**config.mk**
```make
export PLATFORM = sky130hd
export DESIGN_NAME = eth_tx_rmii_framer
export DESIGN_NICKNAME = d
export VERILOG_FILES = /design/src/rtl/eth_tx_rmii_framer.sv
export SDC_FILE = /design/constraint.sdc
export NUM_CORES = 1
export LEC_CHECK = 0
export BUFFER_PORTS_ARGS = -buffer_cell sky130_fd_sc_hd__buf_2
export CAP_MARGIN = 10
export CORE_AREA = 4 4 114 116
export CTS_BUF_LIST = sky130_fd_sc_hd__clkbuf_16
export DETAILED_ROUTE_END_ITERATION = 7
export DIE_AREA = 0 0 118 120
export PLACE_DENSITY_LB_ADDON = 0.08
export RECOVER_POWER = 100
export SYNTH_ARGS = -nofsm -noshare
export SYNTH_HDL_FRONTEND = slang
export SYNTH_SLANG_ARGS = --single-unit
```
**constraint.sdc**
```tcl
create_clock -name Clk -period 2.4 [get_ports Clk]
set_input_delay 0.24 -clock Clk [delete_from_list [all_inputs] [get_ports Clk]]
set_output_delay 0.24 -clock Clk [all_outputs]
set_load 0.02 [all_outputs]
```
**src/rtl/eth_tx_rmii_framer.sv**
```systemverilog
// ---------------------------------------------------------------------------
// eth_tx_rmii_framer
//   Last transmit stage before the RMII PHY pins. Accepts a frame byte
//   stream (destination MAC through payload) over a valid/ready/last
//   handshake and drives RMII dibits: preamble + SFD, the frame bytes,
//   zero padding up to pMIN_FRAME, and the IEEE 802.3 CRC32 FCS. An
//   inter-packet gap is enforced after every frame or aborted frame.
//   One byte takes 4 clocks (100 Mb/s at the 50 MHz RMII clock).
//
// Ports
//   Clk           50 MHz RMII reference clock
//   Rst           synchronous, active-high reset
//   In_Dat        frame byte, first byte = destination MAC[47:40]
//   In_Valid      In_Dat valid; in IDLE it requests a frame start
//   In_Last       In_Dat is the final byte before pad/FCS
//   In_Ready      one-cycle pulse, byte taken when In_Valid & In_Ready
//   Txd           RMII TXD[1:0], Txd[0] is the earlier bit on the wire
//   Tx_En         RMII TX_EN
//   Tx_Busy       high in every state except IDLE
//   Frame_Done    one-cycle pulse the cycle after the last FCS dibit
//   Underrun_Err  one-cycle pulse when a frame is aborted for lack of data
// ---------------------------------------------------------------------------
module eth_tx_rmii_framer #(
    parameter int pMIN_FRAME = 60,
    parameter bit pPAD_EN    = 1'b1,
    parameter int pIPG_BYTES = 12
) (
    input  logic       Clk,
    input  logic       Rst,
    input  logic [7:0] In_Dat,
    input  logic       In_Valid,
    input  logic       In_Last,
    output logic       In_Ready,
    output logic [1:0] Txd,
    output logic       Tx_En,
    output logic       Tx_Busy,
    output logic       Frame_Done,
    output logic       Underrun_Err
);

    localparam logic [31:0] CRC_POLY = 32'hEDB88320;
    localparam logic [31:0] CRC_INIT = 32'hFFFFFFFF;
    localparam logic [10:0] MIN_CNT  = 11'(pMIN_FRAME);
    // The IDLE cycle that follows the gap also has Tx_En low, so the gap
    // state itself lasts one clock less than the full gap.
    localparam logic [15:0] IPG_LAST = 16'(pIPG_BYTES * 4 - 2);

    typedef enum logic [2:0] {
        S_IDLE,
        S_PREAMBLE,
        S_SFD,
        S_DATA,
        S_PAD,
        S_FCS,
        S_IPG
    } state_t;

    state_t      state;
    logic [1:0]  dc;          // dibit index of the dibit currently on Txd
    logic [2:0]  pre_cnt;
    logic [3:0]  fcs_idx;
    logic [15:0] ipg_cnt;
    logic [10:0] byte_cnt;
    logic [31:0] crc;
    logic        last_flag;
    logic [7:0]  shreg;

    // Reflected CRC32 advanced by one dibit, Txd[0] first.
    function automatic logic [31:0] crc_dibit(input logic [31:0] c, input logic [1:0] d);
        logic [31:0] r;
        r = c;
        for (int i = 0; i < 2; i++) begin
            if (r[0] ^ d[i]) r = (r >> 1) ^ CRC_POLY;
            else             r = r >> 1;
        end
        return r;
    endfunction

    logic [31:0] crc_next;
    logic [10:0] byte_cnt_inc;
    logic [31:0] fcs_word;
    logic [3:0]  fcs_nx;

    // CRC always folds in the dibit that is on the wire this cycle.
    assign crc_next     = crc_dibit(crc, Txd);
    assign byte_cnt_inc = (byte_cnt == 11'h7FF) ? byte_cnt : byte_cnt + 11'd1;
    assign fcs_word     = ~crc;
    assign fcs_nx       = fcs_idx + 4'd1;

    always_ff @(posedge Clk) begin
        if (Rst) begin
            state        <= S_IDLE;
            dc           <= 2'd0;
            pre_cnt      <= 3'd0;
            fcs_idx      <= 4'd0;
            ipg_cnt      <= 16'd0;
            byte_cnt     <= 11'd0;
            crc          <= CRC_INIT;
            last_flag    <= 1'b0;
            In_Ready     <= 1'b0;
            Txd          <= 2'b00;
            Tx_En        <= 1'b0;
            Tx_Busy      <= 1'b0;
            Frame_Done   <= 1'b0;
            Underrun_Err <= 1'b0;
        end else begin
            In_Ready     <= 1'b0;
            Frame_Done   <= 1'b0;
            Underrun_Err <= 1'b0;

            if (In_Ready) begin
                // Byte fetch slot: last dibit of SFD or of a non-last data byte.
                if (state == S_DATA) begin
                    crc      <= crc_next;
                    byte_cnt <= byte_cnt_inc;
                end
                if (In_Valid) begin
                    state     <= S_DATA;
                    dc        <= 2'd0;
                    shreg     <= In_Dat;
                    Txd       <= In_Dat[1:0];
                    last_flag <= In_Last;
                end else begin
                    state        <= S_IPG;
                    Tx_En        <= 1'b0;
                    Txd          <= 2'b00;
                    Underrun_Err <= 1'b1;
                    ipg_cnt      <= 16'd0;
                end
            end else begin
                case (state)
                    S_IDLE: begin
                        Txd   <= 2'b00;
                        Tx_En <= 1'b0;
                        if (In_Valid) begin
                            state     <= S_PREAMBLE;
                            Tx_En     <= 1'b1;
                            Tx_Busy   <= 1'b1;
                            Txd       <= 2'b01;
                            dc        <= 2'd0;
                            pre_cnt   <= 3'd0;
                            crc       <= CRC_INIT;
                            byte_cnt  <= 11'd0;
                            last_flag <= 1'b0;
                        end
                    end

                    S_PREAMBLE: begin
                        Txd <= 2'b01;
                        dc  <= dc + 2'd1;
                        if (dc == 2'd3) begin
                            if (pre_cnt == 3'd6) begin
                                state   <= S_SFD;
                                pre_cnt <= 3'd0;
                            end else begin
                                pre_cnt <= pre_cnt + 3'd1;
                            end
                        end
                    end

                    S_SFD: begin
                        dc <= dc + 2'd1;
                        if (dc == 2'd2) begin
                            Txd      <= 2'b11;
                            In_Ready <= 1'b1;
                        end else begin
                            Txd <= 2'b01;
                        end
                    end

                    S_DATA: begin
                        crc <= crc_next;
                        dc  <= dc + 2'd1;
                        if (dc == 2'd3) begin
                            // Only the flagged last byte ends here without a fetch.
                            byte_cnt <= byte_cnt_inc;
                            if (!pPAD_EN || byte_cnt_inc >= MIN_CNT) begin
                                state   <= S_FCS;
                                fcs_idx <= 4'd0;
                                Txd     <= ~crc_next[1:0];
                            end else begin
                                state <= S_PAD;
                                Txd   <= 2'b00;
                            end
                        end else begin
                            Txd   <= shreg[3:2];
                            shreg <= shreg >> 2;
                            if (dc == 2'd2 && !last_flag) In_Ready <= 1'b1;
                        end
                    end

                    S_PAD: begin
                        crc <= crc_next;
                        dc  <= dc + 2'd1;
                        Txd <= 2'b00;
                        if (dc == 2'd3) begin
                            byte_cnt <= byte_cnt_inc;
                            if (byte_cnt_inc >= MIN_CNT) begin
                                state   <= S_FCS;
                                fcs_idx <= 4'd0;
                                Txd     <= ~crc_next[1:0];
                            end
                        end
                    end

                    S_FCS: begin
                        // CRC is frozen here; fcs_word is shifted out LSB first.
                        fcs_idx <= fcs_nx;
                        if (fcs_idx == 4'd15) begin
                            state      <= S_IPG;
                            Tx_En      <= 1'b0;
                            Txd        <= 2'b00;
                            Frame_Done <= 1'b1;
                            ipg_cnt    <= 16'd0;
                        end else begin
                            Txd <= fcs_word[{fcs_nx, 1'b0} +: 2];
                        end
                    end

                    S_IPG: begin
                        Tx_En   <= 1'b0;
                        Txd     <= 2'b00;
                        ipg_cnt <= ipg_cnt + 16'd1;
                        if (ipg_cnt >= IPG_LAST) begin
                            state    <= S_IDLE;
                            Tx_Busy  <= 1'b0;
                            crc      <= CRC_INIT;
                            byte_cnt <= 11'd0;
                            dc       <= 2'd0;
                        end
                    end

                    default: begin
                        state   <= S_IDLE;
                        Tx_En   <= 1'b0;
                        Tx_Busy <= 1'b0;
                        Txd     <= 2'b00;
                    end
                endcase
            end
        end
    end

endmodule

```
Word level (Yosys, flattened, before mapping)
Index checks and enable logic that the tools add are counted.

Magnitude comparators: 2. Multipliers: 0. Add/subtract/negate cells: 5. Bitwise gates (word level): 10. Equal/unequal tests: 31. Shifts and indexed selects: 1. Multiplexer cells: 72. Reductions and logical operators: 27. Divide/modulo/power cells: 0.

Operators by type and width (count): 32-bit two-way mux (6); 32-bit one-hot mux with 3 select lines (1); 11-bit two-way mux (6); 16-bit two-way mux (3); 3-bit two-way mux (13); 11-bit one-hot mux with 3 select lines (1); 8-bit two-way mux (4); 32-bit NOT (1); 16-bit one-hot mux with 2 select lines (1); 32-bit by 6-bit variable part select with 2-bit output (1); 13-bit NOT with 14-bit output (2); 3-bit != test (second input constant) (7); 3-bit one-hot mux with 7 select lines (1); 2-bit two-way mux (10); 4-bit AND reduction (5); 1-bit two-way mux (17); 16-bit by 1-bit adder with 16-bit output (second input constant) (1); 16-bit by 6-bit greater-or-equal comparator with 1-bit output (second input constant) (1); 2-bit != test (second input constant) (7); 3-bit == test (second input constant) (4); 2-bit one-hot mux with 6 select lines (1); 11-bit by 1-bit adder with 11-bit output (second input constant) (1); 11-bit == test (second input constant) (1); 11-bit by 6-bit greater-or-equal comparator with 1-bit output (second input constant) (1); 33 further kinds (52).

Bits of input ports: 12. Flip-flop bits (word level): 87. Memories: 0. Bits in latches: 0. Output and inout port bits: 7. Bits in writable memories: 0. ROM bits: 0.

Depth between registers and ports, before layout
Gate-level depths: netlist (run 1).

Depth after elaboration: 9. Depth in mapped cells: 9.

Least setup slack after synthesis (run 1)
OpenSTA, ideal clock, no wires.

Path type: flip-flop to flip-flop. From: register ipg_cnt[0]. To: register byte_cnt[0]. Path buffers: 0. Slack: 0.294 ns. Required time: 2.279 ns. Library setup time: 0.121 ns. Period minus slack after synthesis: 2.106 ns. Stages on the path, launching flop included: 9. Arrival time: 1.985 ns. Cell sequence: dfxtp_1 > inv_1 > ha_1 > o211a_1 > o21a_1 > or2_4 > a221oi_4 > a2111oi_4 > mux2_2.

Cells in the longest elaborated chain, start to end: 3.

RTL lines: start: declaration (RTL line 62) `logic [15:0] ipg_cnt;`; start signal: assignment (RTL line 223) `ipg_cnt <= ipg_cnt + 16'd1;`; 16-bit by 6-bit greater-or-equal comparator with 1-bit output (RTL line 224) `if (ipg_cnt >= IPG_LAST) begin`; 3-bit != test (no source line); 5-bit AND reduction (no source line); end signal: assignment (RTL line 115) `byte_cnt <= byte_cnt_inc;`; end signal: assignment (RTL line 176) `byte_cnt <= byte_cnt_inc;`; end signal: assignment (RTL line 197) `byte_cnt <= byte_cnt_inc;`; end: declaration (RTL line 63) `logic [10:0] byte_cnt;`.

No other way between the ends. A chain may end at the register's enable or synchronous reset.

Worst setup path after layout (run 1)
From: register ipg_cnt[0]. To: register byte_cnt[3].

Same word-level chain as after synthesis.

==> impl_metrics.csv, run 1 <==
group,metric,value,unit
hold_path,hold_depth,3,
worst_setup_path,worstPathArrival,2470,ps
synthesis,synth_nets,595,
worst_setup_path,required,2620,ps
global_route,groute.usage.overall,17.2,%
cts,clock_latency,350,ps
cells_and_area,layout-drive-gt1-share,15.2,%
cts,cts_buffers,9,
sta,skew,7.77,ps
die,row_count,40,
run_status,status,"finished clean",
die,coreArea,0.0119,mm2
synthesis,syn_area,0.00490,mm2
sta,slew_violations,0,
pwr,power_density,738,mW/mm2
sta,slew_headroom,55.9,%
drt,drt_iter0_markers,265,
synthesis,ys_warn_count,0,
pwr,clkPwrFrac,33.6,%
synthesis,synth_edf_count,6,
cells_and_area,stdcell_count,751,
place,numPortBuffers,18,
worst_setup_path,critical_path.max_stage_delay,460,ps
cts,cts_max_level,3,
worst_setup_path,cp-start-kind,"register",
die,die_h,120,um
pwr,switchingPower,1.32,mW
job,drv_cap,0,
worst_setup_path,worstSetupPathType,"reg -> reg",
cells_and_area,finalNetCount,617,
worst_setup_path,r2r_slack,150,ps
synthesis,syn_area_per_cell,8.50,um2
pwr,p_leak,1.89,nW
die,die_area,0.0142,mm2
cts,cts_sinks,85,
drt,wirelength,12.0,mm
drt,vias,4238,
cells_and_area,antenna_cells,0,
cts,path_clk_slew,60,ps
place,gp_congestion,0.816,
global_route,antenna_found_initial,0,
worst_setup_path,cp_max_fo,17,
cells_and_area,final_common_cell,"nor2_1",
pwr,combPwrFrac,28.1,%
sta,setup_violations,0,
drt,post_drt_via_cell_ratio,5.64,
worst_setup_path,crit_chain,"inv_1 -> ha_1 -> o211a_1 -> o21a_1 -> or2_4 -> a211o_2 -> a41oi_1 -> a211oi_2",
synthesis,ys_seq_elements,85,
drt,drtPass1Iterations,5,
synthesis,synth-async-reset-ratio,0,%
die,ioPinCount,19,
synthesis,ys_seq_area_share,35.9,%
worst_setup_path,timing.rr.end,"byte_cnt[3]",
worst_setup_path,r2r_start,"ipg_cnt[0]",
die,die_x,118,um
synthesis,yosysUniqueCellTypes,76,
sta,period_needed,2250,ps
pwr,power_switching_share,32.8,%
drt,drc,0,
global_route,grt_overflow,0,
pwr,seqPwrFrac,38.4,%
sta,finalHoldViolCount,0,
cts,cts-root-buf,"clkbuf_16",
global_route,grt_max_degree,34,
synthesis,ys_dominant_reg_cell,"dfxtp_1",
sta,worst_pin_slew,658,ps
hold_path,holdPathEnd,"Txd[0]",
worst_setup_path,crit_slowest_cell,"a211o_2",
place,placed_cells,735,
cts,hold_buffers,0,
cells_and_area,final_cell_mix,"nor2_1 (79), dfxtp_1 (78), o21ai_0 (45)",
global_route,grt_pass1_wl,20.1,mm
sta,max_freq,444,MHz
cts,postCtsSetupRepairBufs,0,
cells_and_area,area_delta_synth_final,11.8,%
worst_setup_path,crit_path_end_kind,"register",
place,dpl.hpwl,8.14,mm
synthesis,netlist_instances,577,
hold_path,hp-class,"in -> reg",
cts,cts_tree,"yes",
cts,clockBufferDepth,2,
die,start_util,41.2,%
drt,avgRoutedWirePerCell,15.9,um
hold_path,hold_start,"In_Dat[0]",
pwr,ir_drop,0.447,mV
global_route,grt_pass1_vias,3999,
sta,rsz0062_at_grt,"no",
pwr,p_int,2.72,mW
sta,finalCritPeriodShare,93.8,%
sta,tns,0,ps
drt,final_antenna_net_count,0,
worst_setup_path,ff2ff_path_depth,8,
## power groups by stage
stage / combinational (mW) / clock, mW / sequential (mW)
2_1_floorplan: 0.856 / 0 / 1.58
3_3_place_gp: 1.15 / 0 / 1.58
3_5_place_dp: 1.16 / 0 / 1.58
4_1_cts: 1.17 / 1.39 / 1.55
5_1_grt: 1.25 / 1.45 / 1.56
6_report: 1.13 / 1.36 / 1.55
## worst max path at each step
stage           startpoint           to  slack, ps  cells after the start
2_1_floorplan   ipg_cnt[0]  byte_cnt[0]        290                      8
3_3_place_gp    ipg_cnt[0]      crc[31]         60                      8
3_5_place_dp    ipg_cnt[0]      crc[31]          9                      8
4_1_cts        byte_cnt[0]   fcs_idx[3]         70                      7
6_report        ipg_cnt[0]  byte_cnt[3]        150                      8
5_1_grt         ipg_cnt[0]       crc[8]         20                      9
## layout make-up
type / instances / area, um2
clock buffer: 9 / 225
clock inverter: 7 / 58.8
fill: 1176 / 6430
inverter: 11 / 41.3
multi-input combinational: 440 / 2880
sequential: 85 / 1760
tap: 147 / 184
timing repair buffer: 52 / 325
## metrics by stage
stage                     cell area, um2  hold slack (ps)  setup slack, ps  power [mW]  utilization (%)
final                               5480              123              148        4.04             46.0
after global routing                5480              133             19.5        4.26             46.0
after CTS                           5520              118             67.1        4.11             46.4
after detailed placement            5230              465             8.69        2.74             43.9
after global placement              5230              479             60.9        2.73             43.9
after floorplan                     4900              366              294        2.44                -
## synth_stat cells (7+ instances only)
master    instances  area [um2]
a211oi_2          8         100
a21oi_1          24         120
a31oi_1           8        50.1
and2_1            8        50.1
and3_1            8        50.1
buf_2            15        75.1
buf_6             7        78.8
clkbuf_1         16        60.1
dfxtp_1          79        1580
inv_1            11        41.3
mux2i_1           9        90.1
mux4_2            8         180
nand2_1          36         135
nand3_1          24         120
nor2_1           79         297
nor3_1           41         205
o21ai_0          18        90.1
o21ai_1          31         155
xnor2_1          12         105
xor2_1           23         201
## layer usage
| layer | vias to the layer above | part of all wire, % | GRT usage [%] |
|---|---|---|---|
| met5 | - | 0 | 0 |
| met4 | 0 | 1.6 | 5.79 |
| met3 | 17 | 2.8 | 3.82 |
| met2 | 52 | 45 | 25.4 |
| met1 | 2025 | 51 | 24.7 |
| li1 | 2144 | - | - |
## timing repair
action / 4_1_cts / 5_1_grt
gates cloned: 0 / 0
pin swaps: 0 / 3
endpoints found under the setup margin: 1 / 16
resized for setup: 1 / 6
## logic make-up (layout without fill, tap and decap cells)
kind of cell | after synthesis | in the layout | share of synthesized area (%)
simple gates | 233 | 233 | 23.0
compound gates | 142 | 142 | 20.5
flops | 85 | 85 | 35.9
buf+inv | 52 | 79 | 5.44
xor+xnor | 37 | 37 | 6.92
mux | 22 | 22 | 6.66
fa+ha+maj | 6 | 6 | 1.53
## worst max-delay path, delay by kind of cell, from the launching register on
family | cells | cell delay (ps)
AO/OA/AOI/OAI | 5 | 1210
flip-flops | 1 | 350
AND/OR/NAND/NOR | 1 | 270
adder cells (fa/ha/maj) | 1 | 200
buffers and inverters | 1 | 70
## registers in the layout, summed over array words and instances (netlist names), 2 cells and up
register and flops:
crc 32, ipg_cnt 16, byte_cnt 11, shreg 6, fcs_idx 4, pre_cnt 3, state 3, Txd 2
dc 2
Note: power is estimated with default switching activity, not from simulation.
==> inputs of run 2 (changes only) <==
--- a/config.mk
+++ b/config.mk
@@ -8,7 +8,6 @@
 export BUFFER_PORTS_ARGS = -buffer_cell sky130_fd_sc_hd__buf_2
 export CAP_MARGIN = 10
 export CORE_AREA = 4 4 114 116
-export CTS_BUF_LIST = sky130_fd_sc_hd__clkbuf_16
 export DETAILED_ROUTE_END_ITERATION = 7
 export DIE_AREA = 0 0 118 120
 export PLACE_DENSITY_LB_ADDON = 0.08
==> constraint.sdc (replaced) <==
create_clock -name Clk -period 2.4 [get_ports Clk]
set_input_delay 0.24 -clock Clk [delete_from_list [all_inputs] [get_ports Clk]]
set_output_delay 0.24 -clock Clk [all_outputs]
set_load 0.005 [all_outputs]
==> run 2 against run 1 <==
Clock-buffer cell count increased by 3. Sequential share of layout area about the same. Critical endpoint is now crc[31]. Global-route usage is the same. Critical path type unchanged. Design area barely moved.
==> impl_metrics.csv, run 2 (same netlist as run 1, synthesis figures left out) <==
group,metric,value,unit
drt,drc,0,
sta,finalHoldViolCount,0,
cells_and_area,layout-drive-gt1-share,15.7,%
die,die_area,0.0142,mm2
pwr,seqPwrFrac,38.4,%
die,die_x,118,um
drt,post_drt_via_cell_ratio,5.62,
die,die_h,120,um
cts,path_clk_slew,60,ps
hold_path,hold_depth,3,
place,numPortBuffers,18,
job,drv_cap,0,
die,start_util,41.2,%
sta,slew_headroom,55.4,%
cells_and_area,largest_register_ffs,32,
sta,slew_violations,0,
die,row_count,40,
worst_setup_path,required,2670,ps
cts,cts-root-buf,"clkbuf_16",
pwr,clkPwrFrac,33.8,%
global_route,grt_pass1_wl,20.1,mm
die,coreArea,0.0119,mm2
worst_setup_path,worstSetupPathType,"reg -> reg",
run_status,status,"finished clean",
drt,drt_iter0_markers,279,
sta,rsz0062_at_grt,"no",
worst_setup_path,critPathBufInv,1,
cts,cts_buffers,9,
pwr,p_int,2.73,mW
sta,worst_pin_slew,665,ps
drt,avgRoutedWirePerCell,15.9,um
pwr,power_switching_share,32.3,%
worst_setup_path,path_delay_family,"compound AO/OA/AOI/OAI gates",
global_route,groute.usage.overall,17.2,%
worst_setup_path,crit_cells,8,
cells_and_area,area_delta_synth_final,11.8,%
place,dpl.hpwl,8.14,mm
drt,drtPass1Iterations,4,
cells_and_area,top_regs,"crc: 32 flops, ipg_cnt: 16 flops, byte_cnt: 11 flops",
global_route,antenna_found_initial,0,
drt,final_antenna_net_count,0,
cells_and_area,final_common_cell,"nor2_1",
cells_and_area,final_cell_mix,"nor2_1 (79), dfxtp_1 (78), o21ai_0 (45)",
worst_setup_path,critical_path.max_stage_delay,530,ps
cts,clock_latency,340,ps
cells_and_area,fin_util,46.0,%
global_route,grt_max_degree,34,
cts,clockBufferDepth,2,
worst_setup_path,cp-start-kind,"register",
cells_and_area,antenna_cells,0,
worst_setup_path,crit_slowest_cell,"a221o_4",
cts,cts_max_level,3,
worst_setup_path,crit_path_end_kind,"register",
global_route,grt_overflow,0,
cells_and_area,fin_area,0.00548,mm2
worst_setup_path,ff2ff_path_depth,8,
sta,tns,0,ps
cells_and_area,top_register,"crc",
cts,hold_buffers,0,
worst_setup_path,crit_chain,"inv_1 -> ha_1 -> o211a_1 -> o21a_1 -> or2_4 -> a221o_4 -> and3_1 -> o21ai_1",
drt,vias,4222,
sta,max_freq,444,MHz
cts,cts_tree,"yes",
place,post_dp_cell_area,0.00523,mm2
worst_setup_path,r2r_slack,150,ps
die,ioPinCount,19,
worst_setup_path,cp_max_fo,33,
cells_and_area,finalNetCount,617,
sta,setup_violations,0,
sta,skew,8.06,ps
pwr,combPwrFrac,27.7,%
sta,period_needed,2250,ps
drt,wirelength,11.9,mm
hold_path,hp-class,"in -> reg",
worst_setup_path,worstPathArrival,2520,ps
cts,cts_sinks,85,
pwr,p_total,4.03,mW
pwr,ir_drop,0.444,mV
global_route,grt_pass1_vias,3999,
place,gp_congestion,0.816,
pwr,power_density,735,mW/mm2
pwr,switchingPower,1.30,mW
sta,finalCritPeriodShare,93.9,%
pwr,p_leak,1.89,nW
## run 2: stage by stage
stage          cells  hold slack [ps]  worst slack (ps)
5_1_grt          751              133              19.6
3_5_place_dp     735              465              8.69
6_report         751              126               147
3_3_place_gp     735              479              60.9
2_1_floorplan    577              366               294
4_1_cts          751              118              67.5
## run 2: repair_timing
item,in CTS,in global routing
buffers inserted,0,0
endpoints found under the setup margin,1,16
pin swaps,0,3
gates resized for setup,1,6
## run 2: per-layer routing
metal | up-vias | track usage, % | share of wire, %
met4 | 0 | 5.79 | 1.4
met1 | 1999 | 24.7 | 51
met2 | 64 | 25.4 | 45
met3 | 18 | 3.82 | 3.1
met5 | - | 0 | 0
li1 | 2141 | - | -
## run 2: path summary, 6_finish.rpt
| kind | from | to |
|---|---|---|
| worst min-delay path | In_Dat[0] | Txd[0] |
| worst max-delay path | ipg_cnt[0] | crc[31] |
| worst min register to register | last_flag | last_flag |
| worst max register to register | ipg_cnt[0] | crc[31] |
## run 2: final cells by class
type | instances | area (um2)
inverter | 11 | 41.3
multi-input combinational | 440 | 2880
clock inverter | 4 | 47.5
fill | 1175 | 6430
clock buffer | 12 | 236
sequential | 85 | 1760
tap | 147 | 184
timing repair buffer | 52 | 329
## run 2: worst min-delay path, delay by kind of cell
| family | cells | cell delay (ps) |
|---|---|---|
| buf+inv | 1 | 80 |
| compound gates | 2 | 120 |
## run 2: power by group through the flow
stage	logic [mW]	registers (mW)	clock network, mW
after floorplan	0.856	1.57	0
after global placement	1.14	1.58	0
after detailed placement	1.14	1.58	0
after CTS	1.15	1.55	1.40
after global routing	1.23	1.56	1.46
final	1.12	1.55	1.36
==> inputs of run 3 (changes only) <==
--- a/config.mk
+++ b/config.mk
@@ -11,7 +11,6 @@
 export DETAILED_ROUTE_END_ITERATION = 7
 export DIE_AREA = 0 0 118 120
 export PLACE_DENSITY_LB_ADDON = 0.08
-export RECOVER_POWER = 100
 export SYNTH_ARGS = -nofsm -noshare
 export SYNTH_HDL_FRONTEND = slang
 export SYNTH_SLANG_ARGS = --single-unit
==> run 3 against run 2 <==
Combinational power is 4% higher. Clock-buffer cell count stayed put. Core utilization is 0.53 points higher. Final cell count stayed put. Fmax is 0.83% higher. Critical path depth stayed put. Power is 0.99% higher. Hold slack worse by 2.0 ps. Die area stayed put. Register-to-register slack better by 20 ps. Design area is 1.1% higher. Routed wire length is 0.29% higher. Critical endpoint unchanged.
==> impl_metrics.csv, run 3 (same netlist as run 1, synthesis figures left out) <==
group,metric,value,unit
run_status,status,"finished clean",
pwr,p_leak,1.94,nW
sta,finalHoldViolCount,0,
drt,drt_iter0_markers,270,
cts,clock_latency,340,ps
die,die_area,0.0142,mm2
place,numPortBuffers,18,
cells_and_area,stdcell_count,751,
pwr,power_density,734,mW/mm2
worst_setup_path,cp-start-kind,"register",
worst_setup_path,critPathBufInv,1,
pwr,p_int,2.75,mW
global_route,grt_max_degree,34,
cts,cts_buffers,9,
global_route,grt_pass1_wl,20.1,mm
cells_and_area,fillCellCount,1162,
cells_and_area,final_cell_mix,"nor2_1 (79), dfxtp_1 (78), nor3_1 (41)",
global_route,groute.usage.overall,17.2,%
cts,cts_sinks,85,
cts,clockBufferDepth,2,
pwr,combPwrFrac,28.4,%
drt,final_antenna_net_count,0,
hold_path,hp-class,"in -> reg",
die,die_x,118,um
global_route,grt_pass1_vias,3999,
place,placed_cells,735,
sta,finalCritPeriodShare,93.1,%
cells_and_area,top_regs,"crc: 32 flops, ipg_cnt: 16 flops, byte_cnt: 11 flops",
global_route,grt_overflow,0,
die,ioPinCount,19,
cells_and_area,top_register,"crc",
drt,avgRoutedWirePerCell,16.0,um
sta,slew_violations,0,
worst_setup_path,cp_max_fo,33,
drt,wirelength,12.0,mm
sta,worst_pin_slew,670,ps
pwr,seqPwrFrac,38.1,%
cts,cts-root-buf,"clkbuf_16",
cells_and_area,largest_register_ffs,32,
job,drv_cap,0,
die,row_count,40,
place,gp_congestion,0.816,
pwr,power_switching_share,32.4,%
drt,drc,0,
cts,cts_max_level,3,
drt,drtPass1Iterations,6,
worst_setup_path,crit_slowest_cell,"a221o_4",
sta,rsz0062_at_grt,"no",
worst_setup_path,crit_path_end_kind,"register",
worst_setup_path,crit_chain,"inv_1 -> ha_1 -> o211a_1 -> o21a_1 -> or2_4 -> a221o_4 -> and3_1 -> o21ai_1",
cells_and_area,fin_util,46.6,%
sta,max_freq,448,MHz
cells_and_area,area_delta_synth_final,13.1,%
worst_setup_path,required,2670,ps
worst_setup_path,worstSetupPathType,"reg -> reg",
worst_setup_path,path_delay_family,"compound AO/OA/AOI/OAI gates",
sta,tns,0,ps
cts,cts_tree,"yes",
die,coreArea,0.0119,mm2
cells_and_area,antenna_cells,0,
global_route,antenna_found_initial,0,
cts,postCtsSetupRepairBufs,0,
worst_setup_path,worstPathArrival,2510,ps
die,die_h,120,um
place,dpl.hpwl,8.14,mm
cts,path_clk_slew,60,ps
cells_and_area,finalNetCount,617,
sta,slew_headroom,55.1,%
pwr,clkPwrFrac,33.6,%
die,start_util,41.2,%
cells_and_area,layout-drive-gt1-share,17.9,%
cells_and_area,final_common_cell,"nor2_1",
drt,vias,4252,
sta,period_needed,2230,ps
pwr,ir_drop,0.446,mV
sta,setup_violations,0,
drt,post_drt_via_cell_ratio,5.66,
pwr,switchingPower,1.32,mW
sta,skew,7.21,ps
cts,hold_buffers,0,
worst_setup_path,critical_path.max_stage_delay,530,ps
## run 3: changes by cell type in the layout (fill, tap and decap cells not counted), moves of 2 or more
cell	change
and2_1	+2
o21ai_0	-27
clkbuf_1	-9
and2_0	-2
o21ai_1	+26
buf_2	+3
buf_4	+7
a211oi_1	-2
## run 3: through the flow
| stage | hold WS, ps | area, um2 | power, mW | worst slack, ps |
|---|---|---|---|---|
| CTS | 118 | 5520 | 4.10 | 67.5 |
| detailed placement | 465 | 5230 | 2.72 | 8.69 |
| global route | 133 | 5550 | 4.29 | 31.3 |
| finish | 124 | 5550 | 4.07 | 166 |
| floorplan | 366 | 4900 | 2.42 | 294 |
| global placement | 479 | 5230 | 2.72 | 60.9 |
## run 3: cell type report
class                           instances  area [um2]  area share (%)
Sequential cell                        85        1760            31.8
Tap cell                              147         184            3.32
Clock inverter                          4        47.5           0.857
Timing Repair Buffer                   52         358            6.45
Inverter                               11        41.3           0.744
Multi-Input combinational cell        440        2920            52.6
Clock buffer                           12         236            4.26
## run 3: timing repair
item                                    in CTS  in global routing
endpoints found under the setup margin       1                 16
pin swaps                                    0                  3
resized for setup                            1                  6
## run 3: worst reg2reg max path, stage by stage, from the launching register on
cell	delay (ps)
dfxtp_2	350
inv_1	70
ha_1	200
o211a_1	200
o21a_1	190
or2_4	270
a221o_4	530
and3_1	240
o21ai_1	110
## run 3: per-layer routing
metal  up-vias  routed length, um  global-route usage (%)
li1       2141                  -                       -
met1      2022               6130                    24.7
met2        71               5310                    25.4
met3        18                346                    3.82
met4         0                195                    5.79
met5         -                  0                       0
## run 3: power by group through the flow
| stage | clock network (mW) | logic (mW) | registers (mW) |
|---|---|---|---|
| finish | 1.37 | 1.16 | 1.55 |
| global route | 1.46 | 1.27 | 1.56 |
| CTS | 1.40 | 1.15 | 1.55 |
| detailed placement | 0 | 1.14 | 1.58 |
| global placement | 0 | 1.14 | 1.58 |
| floorplan | 0 | 0.856 | 1.57 |
## run 3: worst paths after layout
| kind | end | depth (start not counted) | slack, ps | startpoint |
|---|---|---|---|---|
| max | crc[31] | 8 | 170 | ipg_cnt[0] |
| min | Txd[0] | 3 | 120 | In_Dat[0] |
| max reg2reg | crc[31] | 8 | 170 | ipg_cnt[0] |
| min reg2reg | last_flag | 2 | 500 | last_flag |
